### src/rtl/pc_sequencer.sv
// Program-counter sequencer: start/stall/jump/call/return/halt control with a return-address stack.
// Define PC_SEQ_REL_JUMP_EN to make jump_req PC-relative (call/ret stay absolute).
module pc_sequencer #(
    parameter int D         = 10,
    parameter int RAS_DEPTH = 4
) (
    input  logic         clk,
    input  logic         reset,
    input  logic         start,
    input  logic         stall,
    input  logic         jump_req,
    input  logic         call_req,
    input  logic         ret_req,
    input  logic         halt_req,
    input  logic [D-1:0] jump_tgt,
    input  logic [D-1:0] prog_ctr,
    output logic         pc_reset,
    output logic         absjump_en,
    output logic [D-1:0] target,
    output logic         running,
    output logic         done,
    output logic         ras_err
);

    localparam int SPW = $clog2(RAS_DEPTH + 1);
    localparam int IW  = (RAS_DEPTH > 1) ? $clog2(RAS_DEPTH) : 1;
    localparam logic [SPW-1:0] SP_FULL = SPW'(RAS_DEPTH);

    typedef enum logic [1:0] {
        IDLE = 2'd0,
        RUN  = 2'd1,
        HALT = 2'd2
    } state_t;

    state_t         state;
    state_t         state_next;
    logic [SPW-1:0] sp;
    logic [SPW-1:0] sp_next;
    logic           ras_err_next;
    logic           push_en;
    logic [D-1:0]   ras [RAS_DEPTH];
    logic [D-1:0]   ret_addr;
    logic [D-1:0]   jump_dest;
    logic [IW-1:0]  push_idx;
    logic [IW-1:0]  top_idx;

    assign ret_addr = prog_ctr + D'(1);
    assign push_idx = IW'(sp);
    assign top_idx  = IW'(sp - SPW'(1));

`ifdef PC_SEQ_REL_JUMP_EN
    assign jump_dest = prog_ctr + jump_tgt;
`else
    assign jump_dest = jump_tgt;
`endif

    // Holding the PC means jumping to its own address, since it increments otherwise.
    always_comb begin
        state_next   = state;
        sp_next      = sp;
        ras_err_next = ras_err;
        push_en      = 1'b0;
        pc_reset     = 1'b0;
        absjump_en   = 1'b0;
        target       = '0;
        running      = 1'b0;
        done         = 1'b0;

        case (state)
            IDLE: begin
                pc_reset = 1'b1;
                if (start) state_next = RUN;
            end
            RUN: begin
                running = 1'b1;
                if (halt_req) begin
                    absjump_en = 1'b1;
                    target     = prog_ctr;
                    state_next = HALT;
                end else if (stall) begin
                    absjump_en = 1'b1;
                    target     = prog_ctr;
                end else if (ret_req) begin
                    absjump_en = 1'b1;
                    if (sp != '0) begin
                        target  = ras[top_idx];
                        sp_next = sp - SPW'(1);
                    end else begin
                        target       = prog_ctr;
                        ras_err_next = 1'b1;
                    end
                end else if (call_req) begin
                    absjump_en = 1'b1;
                    target     = jump_tgt;
                    if (sp != SP_FULL) begin
                        push_en = 1'b1;
                        sp_next = sp + SPW'(1);
                    end else begin
                        ras_err_next = 1'b1;
                    end
                end else if (jump_req) begin
                    absjump_en = 1'b1;
                    target     = jump_dest;
                end
            end
            HALT: begin
                done       = 1'b1;
                absjump_en = 1'b1;
                target     = prog_ctr;
                if (start) begin
                    state_next   = IDLE;
                    sp_next      = '0;
                    ras_err_next = 1'b0;
                end
            end
            default: state_next = IDLE;
        endcase

        // Reset overrides the PC drive in the same cycle so the PC clears on the next edge.
        if (reset) begin
            pc_reset   = 1'b1;
            absjump_en = 1'b0;
            target     = '0;
            running    = 1'b0;
            done       = 1'b0;
            push_en    = 1'b0;
        end
    end

    always_ff @(posedge clk) begin
        if (reset) begin
            state   <= IDLE;
            sp      <= '0;
            ras_err <= 1'b0;
        end else begin
            state   <= state_next;
            sp      <= sp_next;
            ras_err <= ras_err_next;
        end
    end

    // Stack storage needs no reset; entries are only read below the pointer.
    always_ff @(posedge clk) begin
        if (push_en) ras[push_idx] <= ret_addr;
    end

endmodule

### config.mk
export PLATFORM = sky130hd
export DESIGN_NAME = pc_sequencer
export DESIGN_NICKNAME = d
export VERILOG_FILES = /design/src/rtl/pc_sequencer.sv
export SDC_FILE = /design/constraint.sdc
export NUM_CORES = 1
export LEC_CHECK = 0
export CORE_UTILIZATION = 54
export DETAILED_ROUTE_END_ITERATION = 10
export PLACE_DENSITY_LB_ADDON = 0.3
export SYNTH_ARGS = -nofsm -noshare
export SYNTH_HDL_FRONTEND = slang
export SYNTH_SLANG_ARGS = --single-unit
### constraint.sdc
create_clock -name clk -period 2.5 [get_ports clk]
set_input_delay 0.5 -clock clk [delete_from_list [all_inputs] [get_ports clk]]
set_output_delay 0.5 -clock clk [all_outputs]
set_load 0.05 [all_outputs]
# Word level (Yosys, flattened, before mapping)
# Memories as Yosys holds them, arrays and structs flattened.
# Cells that the tools add are included.
[op_classes] n_addsub=3 n_mul=0 n_div=0 n_lt_le_gt_ge=0 n_eq_ne=13 shift=0 muxes=50 bitwise_logic=0 n_reduce_logical=6
[ops] cell="2-to-1 mux 10 bit" count=7
[ops] cell="2-to-1 mux 1 bit" count=28
[ops] cell="2-to-1 mux 3 bit" count=7
[ops] cell="one-hot mux 10 bit (2 select lines)" count=1
[ops] cell="!= test 3 bit (second input constant)" count=6
[ops] cell="AND reduction 7 bit" count=2
[ops] cell="adder 10 x 1 -> 10 bit (second input constant)" count=1
[ops] cell="!= test 2 bit (second input constant)" count=5
[ops] cell="2-to-1 mux 2 bit" count=3
[ops] cell="one-hot mux 2 bit (3 select lines)" count=1
[ops] cell="one-hot mux 3 bit (2 select lines)" count=1
[ops] cell="one-hot mux 1 bit (2 select lines)" count=2
[ops] cell="adder 3 x 1 -> 3 bit (second input constant)" count=1
[ops] cell="AND reduction 3 bit" count=1
[ops] cell="nonzero test 3 bit" count=1
[ops] cell="subtractor 3 x 1 -> 3 bit (second input constant)" count=1
[ops] cell="== test 2 x 1 -> 1 bit (second input constant)" count=1
[ops] cell="== test 2 bit (second input constant)" count=1
[ops] cell="logical NOT 2 bit" count=1
[ops] cell="nonzero test 2 bit" count=1
[totals] ff_bits=6 latchBits=0 mem_bits_rw=40 romBits=0 input_bits=28 output_inout_bits=15 word_cells=76 n_memories=1
[memory_table] memory="ras" depth=4 word_bits=10 read_ports=1 rd_clocked_by_memory_dff=0 write_ports=1 line="41" rtl="logic [D-1:0] ras [RAS_DEPTH];"

# Logic depth before layout (Yosys ltp)
[depth] word_depth=10 ltp_mapped=8 depth_no_buf=6

# Least setup slack after synthesis
# OpenSTA, ideal clock, no wires.
[synth_path] kind="reg-to-output" from="register state[0]" to="output target[0]" arrival_ns=2.993 required_ns=2.000 setup_slack_ns=-0.993 path_stages_with_launch=8 n_path_buf=1 path_cell_list="dfxtp_1 -> inv_1 -> ha_1 -> clkbuf_1 -> nor2b_1 -> nand2_1 -> o2111ai_1 -> a2bb2oi_1"
[synth_between] elab_chain_cells=3 word_cells_on_any_way=4 cone_classes="eq/ne (2); mux (2)"
[synth_rtl] item="start: declaration" line="35" rtl="state_t state;"
[synth_rtl] item="start signal: assignment" line="136" rtl="state <= state_next;"
[synth_rtl] item="== test 2 bit or == test 2 x 1 -> 1 bit (tied branches)" line="69" rtl="case (state)"
[synth_rtl] item="one-hot mux 10 bit (2 select lines) *" line="69"
[synth_rtl] item="2-to-1 mux 10 bit *" line="120" rtl="if (reset) begin"
[synth_rtl] item="end: declaration" line="19" rtl="output logic [D-1:0] target,"
# Every way passes the cells marked *; elsewhere a longest branch is shown, timed or not.

# Worst setup path in the final report
[layout_path] from="register sp[0]" to="output target[9]"
[layout_between] elab_chain_cells=8 word_cells_on_any_way=9 cone_classes="add/sub (1); mux (6); reduce/logical (1); memory (1)"
[layout_rtl] item="start: declaration" line="37" rtl="logic [SPW-1:0] sp;"
[layout_rtl] item="start signal: assignment" line="137" rtl="sp <= sp_next;"
[layout_rtl] item="subtractor 3 x 1 -> 3 bit"
[layout_rtl] item="memory read (4 x 10 bit)"
[layout_rtl] item="2-to-1 mux 10 bit *" line="85" rtl="if (sp != '0) begin"
[layout_rtl] item="2-to-1 mux 10 bit *" line="83" rtl="end else if (ret_req) begin"
[layout_rtl] item="2-to-1 mux 10 bit *" line="80" rtl="end else if (stall) begin"
[layout_rtl] item="2-to-1 mux 10 bit *" line="76" rtl="if (halt_req) begin"
[layout_rtl] item="one-hot mux 10 bit (2 select lines) *" line="69"
[layout_rtl] item="2-to-1 mux 10 bit *" line="120"
# Marked as above.

==> results.cfg <==
[logic_synthesis]
ys_seq_elements = 46
synth_area_mm2 = 0.00286
synth_area_per_cell_um2 = 10.5
synth_xor_area_share_pct = 3.33
synth_cells = 272
synth_area_leaders = edfxtp_1 42%, mux2i_1 7.4%, dfxtp_1 4.2%
synth_cell_type_count = 43
synthAdderAreaFrac_pct = 3.94
synth_nets = 309
ys.warnings.count = 0
synthSimpleGateAreaFrac_pct = 18.2
synthArstFlopShare_pct = 0
synth_top_cell_area_share_pct = 42.0
synth_top_family_by_area = simple AND/OR/NAND/NOR gates
muxShareOfSynthArea_pct = 7.36
synth_top_flop_cell = edfxtp_1
synth_top_cell_by_area = edfxtp_1
synth_compound_area_share_pct = 16.0
ys_seq_area_share_pct = 46.2
synth_edf_count = 40

[timing]
rsz0062_at_grt = yes
finalClockSkew_ns = 0.0121
hold_viol = 0
fin_crit_sh_pct = 110
setup_ws_ns = -0.243
tightest_slew_ns = 0.648
setup_tns_ns = -1.81
whs_ns = 0.542
drv_slew = 0
finalCriticalPeriod_ns = 2.74
finalSetupViolCount = 11
fmax_mhz = 365
slew_headroom_pct = 55.7

[cts]
clk_latency_ns = 0.31
cts-root-buf = clkbuf_8
cts_buffers = 5
htreeDepth = 2
ctsLongestPathBuffers = 2
cts_num_sinks = 46
cts_tree = done
clkTransAtPathRegs_ns = 0.10
cts_hold_buf = 0

[global_route]
grt_pass1_wl_mm = 14.6
grt_overflow = 0
track_usage_pct = 36.6
first_global_vias = 2820
grt_max_degree = 21
antenna_found_initial = 0

[detailed_routing]
ant_nets = 0
dr.pass1.iters = 5
drt_iter0_drc = 245
routed_wirelength_mm = 10.3
vias = 2902
wl_per_cell_um = 23.4
drc = 0
drt-vias-per-instance = 6.60

[run]
maxCapViolations = 0

[worst_setup_path]
critPathLaunchType = flip-flop
cp.arrival_ns = 2.24
reg2reg_depth = 9
path_max_fanout = 20
cp-end-kind = output port
cp_data_required_time_ns = 2.00
timing_worst_setup_path_type = reg -> out

[floorplanning]
die_x_um = 74.7
die-height_um = 74.7
core-area_mm2 = 0.00511
io_pins = 43
start_util_pct = 56.0
rows = 26
dieArea_mm2 = 0.00559

[final_layout]
antenna_cells = 0
final_layout_size_suffix_gt1_share_pct = 39.2
fill_cells = 231
area_growth_pct = 58.1
fin_nets = 406
final_area_mm2 = 0.00452

[power]
cellLeakagePower_nw = 1.57
peakVddDrop_mv = 0.311
power_density_mw_per_mm2 = 410

[place]
io_buffers = 42
placed_cell_area_mm2 = 0.00414
hpwl_mm = 6.33
globalplace.congestion = 0.913

[worst_hold_path]
hp-class = reg -> reg
holdPathStages = 2

[outcome]
violations = setup timing
status = finished with violations
==> path summary, 6_finish.rpt <==
kind / from / slack, ns / end
min reg2reg: state[1] / 0.54 / state[1]
max: sp[0] / -0.24 / target[9]
min: state[1] / 0.54 / state[1]
max reg2reg: state[1] / 0.06 / ras[3][9]
==> final cells by class <==
class / count / area (um2) / share of cell area (%)
clock buffer: 5 / 68.8 / 1.52
clock inverter: 3 / 43.8 / 0.970
inverter: 17 / 63.8 / 1.41
multi-input combinational: 191 / 1780 / 39.4
sequential: 46 / 1320 / 29.3
tap: 70 / 87.6 / 1.94
timing repair buffer: 108 / 1150 / 25.4
==> synth_stat cells (10+ instances only) <==
library cell   n
inv_1         17
edfxtp_1      40
o211ai_1      10
clkbuf_1      12
o31ai_1       10
or2_2         12
mux2i_1       21
nor3_1        21
nand2_1       17
o2111ai_1     10
a2bb2oi_1     10
nand4b_1      10
==> power by group <==
group	internal (mW)	leakage (nW)	total, mW	switching [mW]
sequential	0.843	0.409	0.848	0.00504
clock	0.300	0.0585	0.567	0.267
combinational	0.206	1.10	0.439	0.232
total	1.35	1.57	1.85	0.505
==> registers in the layout (all words and copies together) (netlist names) <==
register and cells:
ras 40, state 2, ras_err 1, sp 3
==> cells in the final DEF, fill, tap and decap left out, types with 4 or more instances in the layout <==
cell type,synthesis,routed
o211ai_1,10,10
buf_12,0,19
clkbuf_8,0,5
mux2i_4,0,5
buf_4,0,56
o2111ai_1,10,10
o31ai_1,10,7
xnor2_1,5,5
nor2_1,6,5
nor3_2,0,9
nand2_1,17,17
inv_1,17,15
nand4b_1,10,10
nand3_1,8,8
or2_4,0,9
dlygate4sd2_1,0,5
edfxtp_1,40,40
and2_1,4,4
dfxtp_1,6,4
clkdlybuf4s50_1,0,23
ha_1,9,8
buf_6,1,4
nor3_1,21,12
a21oi_1,5,4
a2bb2oi_4,0,10
mux2i_1,21,13
xor2_1,4,4
==> critical path, stage by stage, from the launching register on <==
cell and delay (ns):
dfxtp_2 0.36, inv_2 0.06, ha_4 0.16, nor2b_1 0.13
buf_4 0.25, nor3_1 0.35, o31ai_1 0.14, buf_4 0.16
a2bb2oi_4 0.17, buf_12 0.15
==> kinds of logic after synthesis <==
kind of cell    Yosys count
mux                      21
compound gates           58
fa+ha+maj                 9
xor+xnor                 10
flops                    46
buf+inv                  35
simple gates             93
==> layer usage <==
layer / GRT usage (%) / vias to the layer above / part of all wire [%]
li1: - / 1233 / -
met1: 45.2 / 1378 / 36
met2: 61.3 / 227 / 49
met3: 6.16 / 64 / 9.5
met4: 20.3 / 0 / 5.7
met5: 0 / - / 0
==> per-stage QoR <==
stage	setup WS [ns]	total power, mW	cells	util (%)
2_1_floorplan	0.0224	1.07	272	-
3_3_place_gp	-0.225	1.25	428	81.0
3_5_place_dp	-0.303	1.26	428	81.0
4_1_cts	-0.137	1.82	440	86.4
5_1_grt	-0.320	1.90	440	88.4
6_report	-0.243	1.85	440	88.4
==> timing repair <==
action                     CTS  global route
gates cloned                 1             0
pin swaps                   13             7
gates resized for setup     37            21
hold endpoints to repair     0             0
setup endpoints to repair   51            11
buffers inserted             3             0
No activity file was read; power rests on OpenSTA's default activity.
